## config.mk

```make
export PLATFORM = sky130hd
export DESIGN_NAME = ccip_mmio_responder_flat
export DESIGN_NICKNAME = d
export VERILOG_FILES = /design/src/rtl/ase_pkg.sv /design/src/rtl/ccip_mmio_responder_if.sv /design/src/rtl/ccip_mmio_rsp_pipe.sv /design/src/rtl/ccip_mmio_responder.sv /design/src/flat_wrapper.sv
export SDC_FILE = /design/constraint.sdc
export NUM_CORES = 1
export LEC_CHECK = 0
export CAP_MARGIN = 20
export CORE_AREA = 2 2 462 464
export CTS_BUF_LIST = sky130_fd_sc_hd__clkbuf_8 sky130_fd_sc_hd__clkbuf_16
export DETAILED_ROUTE_END_ITERATION = 12
export DIE_AREA = 0 0 464 466
export HOLD_SLACK_MARGIN = 0.1
export PLACE_DENSITY = 0.38
export SYNTH_ARGS = -nofsm -noshare
export SYNTH_HDL_FRONTEND = slang
export SYNTH_SLANG_ARGS = --single-unit
```

## constraint.sdc

```tcl
create_clock -name clk -period 3.93 [get_ports clk]
set_input_delay 0.786 -clock clk [delete_from_list [all_inputs] [get_ports clk]]
set_output_delay 0.786 -clock clk [all_outputs]
set_load 0.01 [all_outputs]
```

## src/rtl/ase_pkg.sv

```systemverilog
// Shared CCI-P MMIO types, CSR map and length encodings for the ASE MMIO responder.
package ase_pkg;

   localparam int unsigned CCIP_DATA_WIDTH        = 512;
   localparam int unsigned CCIP_MMIO_RDDATA_WIDTH = 64;

   localparam int unsigned CSR_DFH      = 0;
   localparam int unsigned CSR_AFUID_L  = 1;
   localparam int unsigned CSR_AFUID_H  = 2;
   localparam int unsigned CSR_STATUS   = 3;
   localparam int unsigned CSR_WRCOUNT  = 4;
   localparam int unsigned CSR_FIRST_RW = 5;

   localparam logic [1:0] MMIO_LEN_4B  = 2'b00;
   localparam logic [1:0] MMIO_LEN_8B  = 2'b01;
   localparam logic [1:0] MMIO_LEN_64B = 2'b10;

   typedef logic [27:0] RxHdr_t;

   typedef struct packed {
      logic [15:0] index;
      logic [1:0]  len;
      logic        rsvd;
      logic [8:0]  tid;
   } CfgHdr_t;

   typedef struct packed {
      logic [8:0] tid;
   } MMIOHdr_t;

   typedef struct packed {
      logic        valid;
      logic [8:0]  tid;
      logic [63:0] data;
   } rspEntry_t;

endpackage

```

## src/rtl/ccip_mmio_responder_if.sv

```systemverilog
// C0 Rx MMIO request / C2 Tx MMIO response bundle between the CCI-P bridge and the responder.
interface ccip_mmio_responder_if;
   import ase_pkg::*;

   RxHdr_t                              C0RxHdr;
   logic                                C0RxMMIOWrValid;
   logic                                C0RxMMIORdValid;
   logic [CCIP_DATA_WIDTH-1:0]          C0RxData;
   MMIOHdr_t                            C2TxHdr;
   logic                                C2TxMMIORdValid;
   logic [CCIP_MMIO_RDDATA_WIDTH-1:0]   C2TxData;

   modport master (
      output C0RxHdr, C0RxMMIOWrValid, C0RxMMIORdValid, C0RxData,
      input  C2TxHdr, C2TxMMIORdValid, C2TxData
   );

   modport slave (
      input  C0RxHdr, C0RxMMIOWrValid, C0RxMMIORdValid, C0RxData,
      output C2TxHdr, C2TxMMIORdValid, C2TxData
   );

endinterface

```

## src/rtl/ccip_mmio_rsp_pipe.sv

```systemverilog
// Fixed-latency delay line for MMIO read responses; clr drops everything in flight.
module ccip_mmio_rsp_pipe
   import ase_pkg::*;
#(
   parameter int unsigned RSP_LATENCY = 2
) (
   input  logic      clk,
   input  logic      clr,
   input  rspEntry_t inEntry,
   output rspEntry_t outEntry
);

   rspEntry_t stageQ [RSP_LATENCY];

   always_ff @(posedge clk) begin
      if (clr) begin
         for (int unsigned i = 0; i < RSP_LATENCY; i++) stageQ[i] <= '0;
      end else begin
         stageQ[0] <= inEntry;
         for (int unsigned i = 1; i < RSP_LATENCY; i++) stageQ[i] <= stageQ[i-1];
      end
   end

   assign outEntry = stageQ[RSP_LATENCY-1];

endmodule

```

## src/rtl/ccip_mmio_responder.sv

```systemverilog
// CCI-P MMIO endpoint: CSR bank, write counter and fixed-latency read responses on C2.
// Define MMIO_RSP_ERRCHK_EN for the sticky mmio_err protocol checker and strict 8B alignment.
module ccip_mmio_responder
   import ase_pkg::*;
#(
   parameter int unsigned  NUM_CSR     = 8,
   parameter logic [15:0]  CSR_BASE    = 16'h0000,
   parameter int unsigned  RSP_LATENCY = 2,
   parameter logic [63:0]  DFH_VALUE   = 64'h0,
   parameter logic [127:0] AFU_ID      = 128'h0
) (
   input  logic                    clk,
   input  logic                    SoftReset,
   ccip_mmio_responder_if.slave    mmio,
   input  logic [63:0]             afu_status,
   output logic [NUM_CSR*64-1:0]   csr_scratch,
   output logic                    mmio_err
);

   localparam int unsigned SelW = $clog2(NUM_CSR);

   CfgHdr_t        hdr;
   logic [16:0]    relIdx;
   logic           inRange;
   logic [SelW-1:0] csrSel;
   logic           dwSel, len4, len8, lenOk, misalign;
   logic           wrValid, rdValid, wrHit;
   logic [63:0]    wrData, csrVal, rdData;
   logic [63:0]    rwQ [NUM_CSR];
   logic [31:0]    wrCountQ;
   logic [63:0]    statusQ;
   rspEntry_t      rspIn, rspOut;

   assign hdr     = CfgHdr_t'(mmio.C0RxHdr);
   assign relIdx  = {1'b0, hdr.index} - {1'b0, CSR_BASE};
   assign inRange = !relIdx[16] && (relIdx < 17'(2 * NUM_CSR));
   assign csrSel  = relIdx[SelW:1];
   assign dwSel   = relIdx[0];
   assign len4    = (hdr.len == MMIO_LEN_4B);
   assign len8    = (hdr.len == MMIO_LEN_8B);
   assign lenOk   = len4 || len8;
   assign wrValid = mmio.C0RxMMIOWrValid;
   assign rdValid = mmio.C0RxMMIORdValid;
   assign wrData  = mmio.C0RxData[63:0];

`ifdef MMIO_RSP_ERRCHK_EN
   assign misalign = len8 && hdr.index[0];
`else
   assign misalign = 1'b0;
`endif

   assign wrHit = wrValid && inRange && lenOk && !misalign &&
                  (csrSel >= SelW'(CSR_FIRST_RW));

   always_comb begin
      csrVal = '0;
      if (csrSel == SelW'(CSR_DFH))          csrVal = DFH_VALUE;
      else if (csrSel == SelW'(CSR_AFUID_L)) csrVal = AFU_ID[63:0];
      else if (csrSel == SelW'(CSR_AFUID_H)) csrVal = AFU_ID[127:64];
      else if (csrSel == SelW'(CSR_STATUS))  csrVal = afu_status;
      else if (csrSel == SelW'(CSR_WRCOUNT)) csrVal = {32'b0, wrCountQ};
      else begin
         for (int unsigned k = CSR_FIRST_RW; k < NUM_CSR; k++) begin
            if (csrSel == SelW'(k)) csrVal = rwQ[k];
         end
      end
   end

   // Bad requests still answer (with zero) so software never waits forever.
   always_comb begin
      rdData = '0;
      if (inRange && lenOk && !misalign) begin
         rdData = len8 ? csrVal : {32'b0, (dwSel ? csrVal[63:32] : csrVal[31:0])};
      end
   end

   always_comb begin
      rspIn.valid = rdValid && !wrValid;
      rspIn.tid   = hdr.tid;
      rspIn.data  = rspIn.valid ? rdData : 64'h0;
   end

   always_ff @(posedge clk) begin
      if (SoftReset) begin
         for (int unsigned k = 0; k < NUM_CSR; k++) rwQ[k] <= '0;
         wrCountQ <= '0;
         statusQ  <= '0;
      end else begin
         statusQ <= afu_status;
         if (wrHit) begin
            wrCountQ <= wrCountQ + 32'd1;
            for (int unsigned k = CSR_FIRST_RW; k < NUM_CSR; k++) begin
               if (csrSel == SelW'(k)) begin
                  if (len8)       rwQ[k]        <= wrData;
                  else if (dwSel) rwQ[k][63:32] <= wrData[31:0];
                  else            rwQ[k][31:0]  <= wrData[31:0];
               end
            end
         end
      end
   end

   ccip_mmio_rsp_pipe #(
      .RSP_LATENCY(RSP_LATENCY)
   ) u_pipe (
      .clk     (clk),
      .clr     (SoftReset),
      .inEntry (rspIn),
      .outEntry(rspOut)
   );

   assign mmio.C2TxMMIORdValid = rspOut.valid;
   assign mmio.C2TxHdr.tid     = rspOut.tid;
   assign mmio.C2TxData        = rspOut.data;

   always_comb begin
      csr_scratch = '0;
      csr_scratch[CSR_DFH*64     +: 64] = DFH_VALUE;
      csr_scratch[CSR_AFUID_L*64 +: 64] = AFU_ID[63:0];
      csr_scratch[CSR_AFUID_H*64 +: 64] = AFU_ID[127:64];
      csr_scratch[CSR_STATUS*64  +: 64] = statusQ;
      csr_scratch[CSR_WRCOUNT*64 +: 64] = {32'b0, wrCountQ};
      for (int unsigned k = CSR_FIRST_RW; k < NUM_CSR; k++) csr_scratch[k*64 +: 64] = rwQ[k];
   end

`ifdef MMIO_RSP_ERRCHK_EN
   logic errQ, errEvent;

   assign errEvent = ((wrValid || rdValid) && (!lenOk || misalign || !inRange)) ||
                     (wrValid && inRange && (csrSel < SelW'(CSR_FIRST_RW))) ||
                     (wrValid && rdValid);

   always_ff @(posedge clk) begin
      if (SoftReset)     errQ <= 1'b0;
      else if (errEvent) errQ <= 1'b1;
   end

   assign mmio_err = errQ;
`else
   assign mmio_err = 1'b0;
`endif

   logic unusedBits;
   assign unusedBits = ^{mmio.C0RxData[CCIP_DATA_WIDTH-1:64], hdr.rsvd};

endmodule

```

## src/flat_wrapper.sv

```systemverilog
// flat-port wrapper written by rule: the top's interface ports become plain ports
module ccip_mmio_responder_flat import ase_pkg::*;
#(
   parameter int unsigned  NUM_CSR     = 8,
   parameter logic [15:0]  CSR_BASE    = 16'h0000,
   parameter int unsigned  RSP_LATENCY = 2,
   parameter logic [63:0]  DFH_VALUE   = 64'h0,
   parameter logic [127:0] AFU_ID      = 128'h0
)
  (clk, SoftReset, afu_status, csr_scratch, mmio_err, mmio_C0RxHdr, mmio_C0RxMMIOWrValid, mmio_C0RxMMIORdValid, mmio_C0RxData, mmio_C2TxHdr, mmio_C2TxMMIORdValid, mmio_C2TxData);
  ccip_mmio_responder_if mmio_i ();
  input  logic clk;
  input  logic SoftReset;
  input  logic [63:0] afu_status;
  output logic [NUM_CSR*64-1:0] csr_scratch;
  output logic mmio_err;
  input wire logic [$bits(mmio_i.C0RxHdr)-1:0] mmio_C0RxHdr;
  input wire logic [$bits(mmio_i.C0RxMMIOWrValid)-1:0] mmio_C0RxMMIOWrValid;
  input wire logic [$bits(mmio_i.C0RxMMIORdValid)-1:0] mmio_C0RxMMIORdValid;
  input wire logic [$bits(mmio_i.C0RxData)-1:0] mmio_C0RxData;
  output wire logic [$bits(mmio_i.C2TxHdr)-1:0] mmio_C2TxHdr;
  output wire logic [$bits(mmio_i.C2TxMMIORdValid)-1:0] mmio_C2TxMMIORdValid;
  output wire logic [$bits(mmio_i.C2TxData)-1:0] mmio_C2TxData;
  assign mmio_i.C0RxHdr = mmio_C0RxHdr;
  assign mmio_i.C0RxMMIOWrValid = mmio_C0RxMMIOWrValid;
  assign mmio_i.C0RxMMIORdValid = mmio_C0RxMMIORdValid;
  assign mmio_i.C0RxData = mmio_C0RxData;
  assign mmio_C2TxHdr = mmio_i.C2TxHdr;
  assign mmio_C2TxMMIORdValid = mmio_i.C2TxMMIORdValid;
  assign mmio_C2TxData = mmio_i.C2TxData;
  ccip_mmio_responder #(.NUM_CSR(NUM_CSR), .CSR_BASE(CSR_BASE), .RSP_LATENCY(RSP_LATENCY), .DFH_VALUE(DFH_VALUE), .AFU_ID(AFU_ID)) u_core (.clk(clk), .SoftReset(SoftReset), .mmio(mmio_i), .afu_status(afu_status), .csr_scratch(csr_scratch), .mmio_err(mmio_err));
endmodule
```

==> impl_metrics.tcl <==
set metrics [dict create \
    status "completed" \
    final_nets 2798 \
    firstDrtPassIters 5 \
    hold_ws_ns 0.4251 \
    grt_max_degree 72 \
    grt_first_pass_wirelength_um 151800 \
    switchingPower_mw 3.299 \
    p_total_mw 11.88 \
    synth_top_family_by_area "simple AND/OR/NAND/NOR gates" \
    cts_tree "done" \
    setup_viol 0 \
    path_cells "clkdlybuf4s50_1" \
    layout_setup_ws_ns 0.9706 \
    clock-skew-final_ns 0.05519 \
    setup_tns_ns 0 \
    gp_congestion 0.8152 \
    cp.arrival_ns 2.17 \
    final-hold-violation-count 0 \
    rsz0062_at_grt "false" \
    cts_hold_buf 0 \
    fillCellCount 23920 \
    syn_area_per_cell_um2 11.29 \
    htree_levels 2 \
    coreArea_um2 211200 \
    swShare 0.2777 \
    critPathCaptureType "output pin" \
    grt_pass1_vias 13780 \
    p_leak_nw 9.929 \
    ys_seq_area_frac 0.5539 \
    synthMuxAreaShare 0.06481 \
    p_seq_frac 0.417 \
    cts.sinks 436 \
    fin_area_um2 28980 \
    netlist_area_um2 19230 \
    async_flop_share 0 \
    clock_latency_ns 0.72 \
    fp.dieH_um 466 \
    wl_per_cell_um 24.03 \
    dieArea_um2 216200 \
    synth-compound-area-share 0.07815 \
    synth_adder_area_share 0.0006507 \
    track_usage 0.1085 \
    ant_nets 0 \
    via_count 14070 \
    syn_to_final_growth_pct 50.70 \
    rows 169 \
    start_util 0.09102 \
    synthDistinctLibCells 51 \
    clk_pin_slew_ns 0.08 \
    numCtsBuffers 58 \
    fin_crit_sh 0.7530 \
    antenna_found_initial 36 \
    cp-start-kind "flop" \
    root_buffer "clkbuf_16" \
    dp_slack_ns 0.3211 \
    cp_top_family "buffers and inverters" \
    clockPowerShare 0.463 \
    io_pins 1195 \
    cp_slowest_cell "clkdlybuf4s50_1" \
    drt_iter0_markers 821 \
    dpl-instance-area_um2 27010 \
    portBuffers 520 \
    crit_path_max_incr_delay_ns 0.82 \
    tightest_slew_ns 0.9834 \
    p_int_mw 8.579 \
    clock_path_buffers 3 \
    drc 0 \
    drv_slew 0 \
    routed_wl_um 121700 \
    synth_edf_count 192 \
    crit_fanout 6 \
    dpl.hpwl_um 100400 \
    max_clock_freq_mhz 337.9 \
    timing.final.crit_period_ns 2.959 \
    max_cap_viol_count 0 \
    hold_path_class "reg2reg" \
    die_w_um 464 \
    ys_seq_elements 436 \
    cp.required_ns 3.14 \
    synth_xor_area_frac 0 \
    cts_setup_buffers 0 \
    p_comb_frac 0.120 \
    path_class "reg2out" \
    path_buf_inv 1 \
    cts_resized 0 \
    vdd_drop_max_mv 0.3718 \
    max_slew_margin 0.3444 \
    yosys_warnings 0 \
    synthCells 1703 \
    powerDensity_nw_per_um2 409.9 \
    synth-simple-area-share 0.1549 \
    overflow 0 \
    ys.flop_type "dfxtp_1" \
    drive_gt1_frac 0.1161 \
    via_per_inst 2.777 \
]
cell usage after synthesis (2+ instances only):
library cell	number	area [um^2]
a22oi_1	49	367.9
or4_1	11	82.58
buf_1	4	15.01
nor4_1	16	100.1
o22ai_1	3	18.77
nor3_1	3	15.01
or2_1	2	12.51
a22o_1	14	122.6
mux2_2	28	315.3
nand4_1	14	87.58
nand3_1	15	75.07
o31ai_1	11	82.58
edfxtp_1	192	5766
buf_4	302	2267
buf_2	23	115.1
mux4_2	29	653.1
mux2_1	6	67.56
nor4_2	2	25.02
o21ai_0	4	20.02
and2_1	101	631.9
nand2_1	11	41.29
or3_1	4	25.02
a221oi_1	33	289.0
nor2_1	171	641.9
clkbuf_1	70	262.8
o32ai_1	7	61.31
mux2i_1	21	210.2
o32ai_2	7	113.9
inv_1	45	168.9
nor2b_1	163	1020
and4_1	8	70.07
o21bai_1	6	45.04
o2bb2ai_1	3	26.28
and3_1	7	43.79
a211oi_1	15	112.6
a21oi_1	45	225.2
dfxtp_1	244	4885
logic make-up after synthesis:
logic type | Yosys count
buf+inv | 445
simple gates | 537
flops | 436
compound gates | 199
other cells | 1
fa+ha+maj | 1
mux | 84
layout by cell type (no fill, tap or decap), drive strengths merged, types with 5 or more instances in the layout:
cell,n
a22o,14
and4,8
conb,225
a21oi,45
buf,84
diode,7
nor2,171
nand4,15
o31ai,11
bufinv,5
nand2,11
a221oi,33
nor4,19
mux2,34
dfxtp,244
o32ai,14
mux4,29
o21bai,6
clkdlybuf4s50,516
a22oi,49
and3,7
a211oi,15
nand3,17
or4,11
inv,67
edfxtp,192
clkbuf,64
and2,101
clkinv,21
nor2b,163
mux2i,21
path summary, 6_finish.rpt:
| check | from | to | slack [ns] | cells after the start |
|---|---|---|---|---|
| max | u_core.wrCountQ[25]$_SDFFE_PP0N_ | csr_scratch[281] | 0.97 | 1 |
| max reg2reg | u_core.wrCountQ[4]$_SDFFE_PP0N_ | u_core.wrCountQ[17]$_SDFFE_PP0N_ | 1.53 | 4 |
| min | u_core.u_pipe.stageQ[0][44]$_SDFF_PP0_ | u_core.u_pipe.stageQ[0][118]$_SDFF_PP0_ | 0.43 | 1 |
| min reg2reg | u_core.u_pipe.stageQ[0][44]$_SDFF_PP0_ | u_core.u_pipe.stageQ[0][118]$_SDFF_PP0_ | 0.43 | 1 |
worst reg2reg max path, delay by kind of cell (launching register included):
family           cells  cell delay, ns
DFF                  1            0.62
muxes                1            0.38
and+or+nand+nor      3            1.30
cell type report:
type                    instances  area, um^2  area share
flip-flops and latches        436       10650      0.3676
multi-input cells            1046        6695      0.2311
repair buffers                601        5961      0.2057
well taps                    2821        3530      0.1218
clock buffers                  63        1520     0.05247
clock inverters                47       429.2     0.01481
inverters                      46       172.7    0.005959
diodes                          7       17.52   0.0006045
power groups by stage:
stage               clock network (mW)  logic [mW]  registers (mW)
global placement                     0        1.47            5.05
finish                            5.50        1.42            4.96
detailed placement                   0        1.46            5.05
CTS                               5.75        1.47            4.96
global route                      5.90        1.51            4.97
floorplan                            0       0.587            5.10
layer usage:
layer | vias up | global-route usage | part of all wire
li1 | 6399 | - | -
met1 | 6902 | 0.1264 | 0.40
met2 | 659 | 0.1877 | 0.49
met3 | 109 | 0.03886 | 0.086
met4 | 4 | 0.02710 | 0.026
met5 | - | 0 | 0.00022
metrics by stage:
step                      utilization  cells
after floorplan                     -   1927
after global placement         0.1279   4950
after detailed placement       0.1279   4950
after CTS                      0.1371   5060
after global routing           0.1371   5063
final                          0.1372   5067
flip-flops by register name (all words and copies together), names as in the netlist:
register              count
u_core.rwQ              192
u_core.statusQ           64
u_core.u_pipe.stageQ    148
u_core.wrCountQ          32
Note: power is estimated with default switching activity, not from simulation.
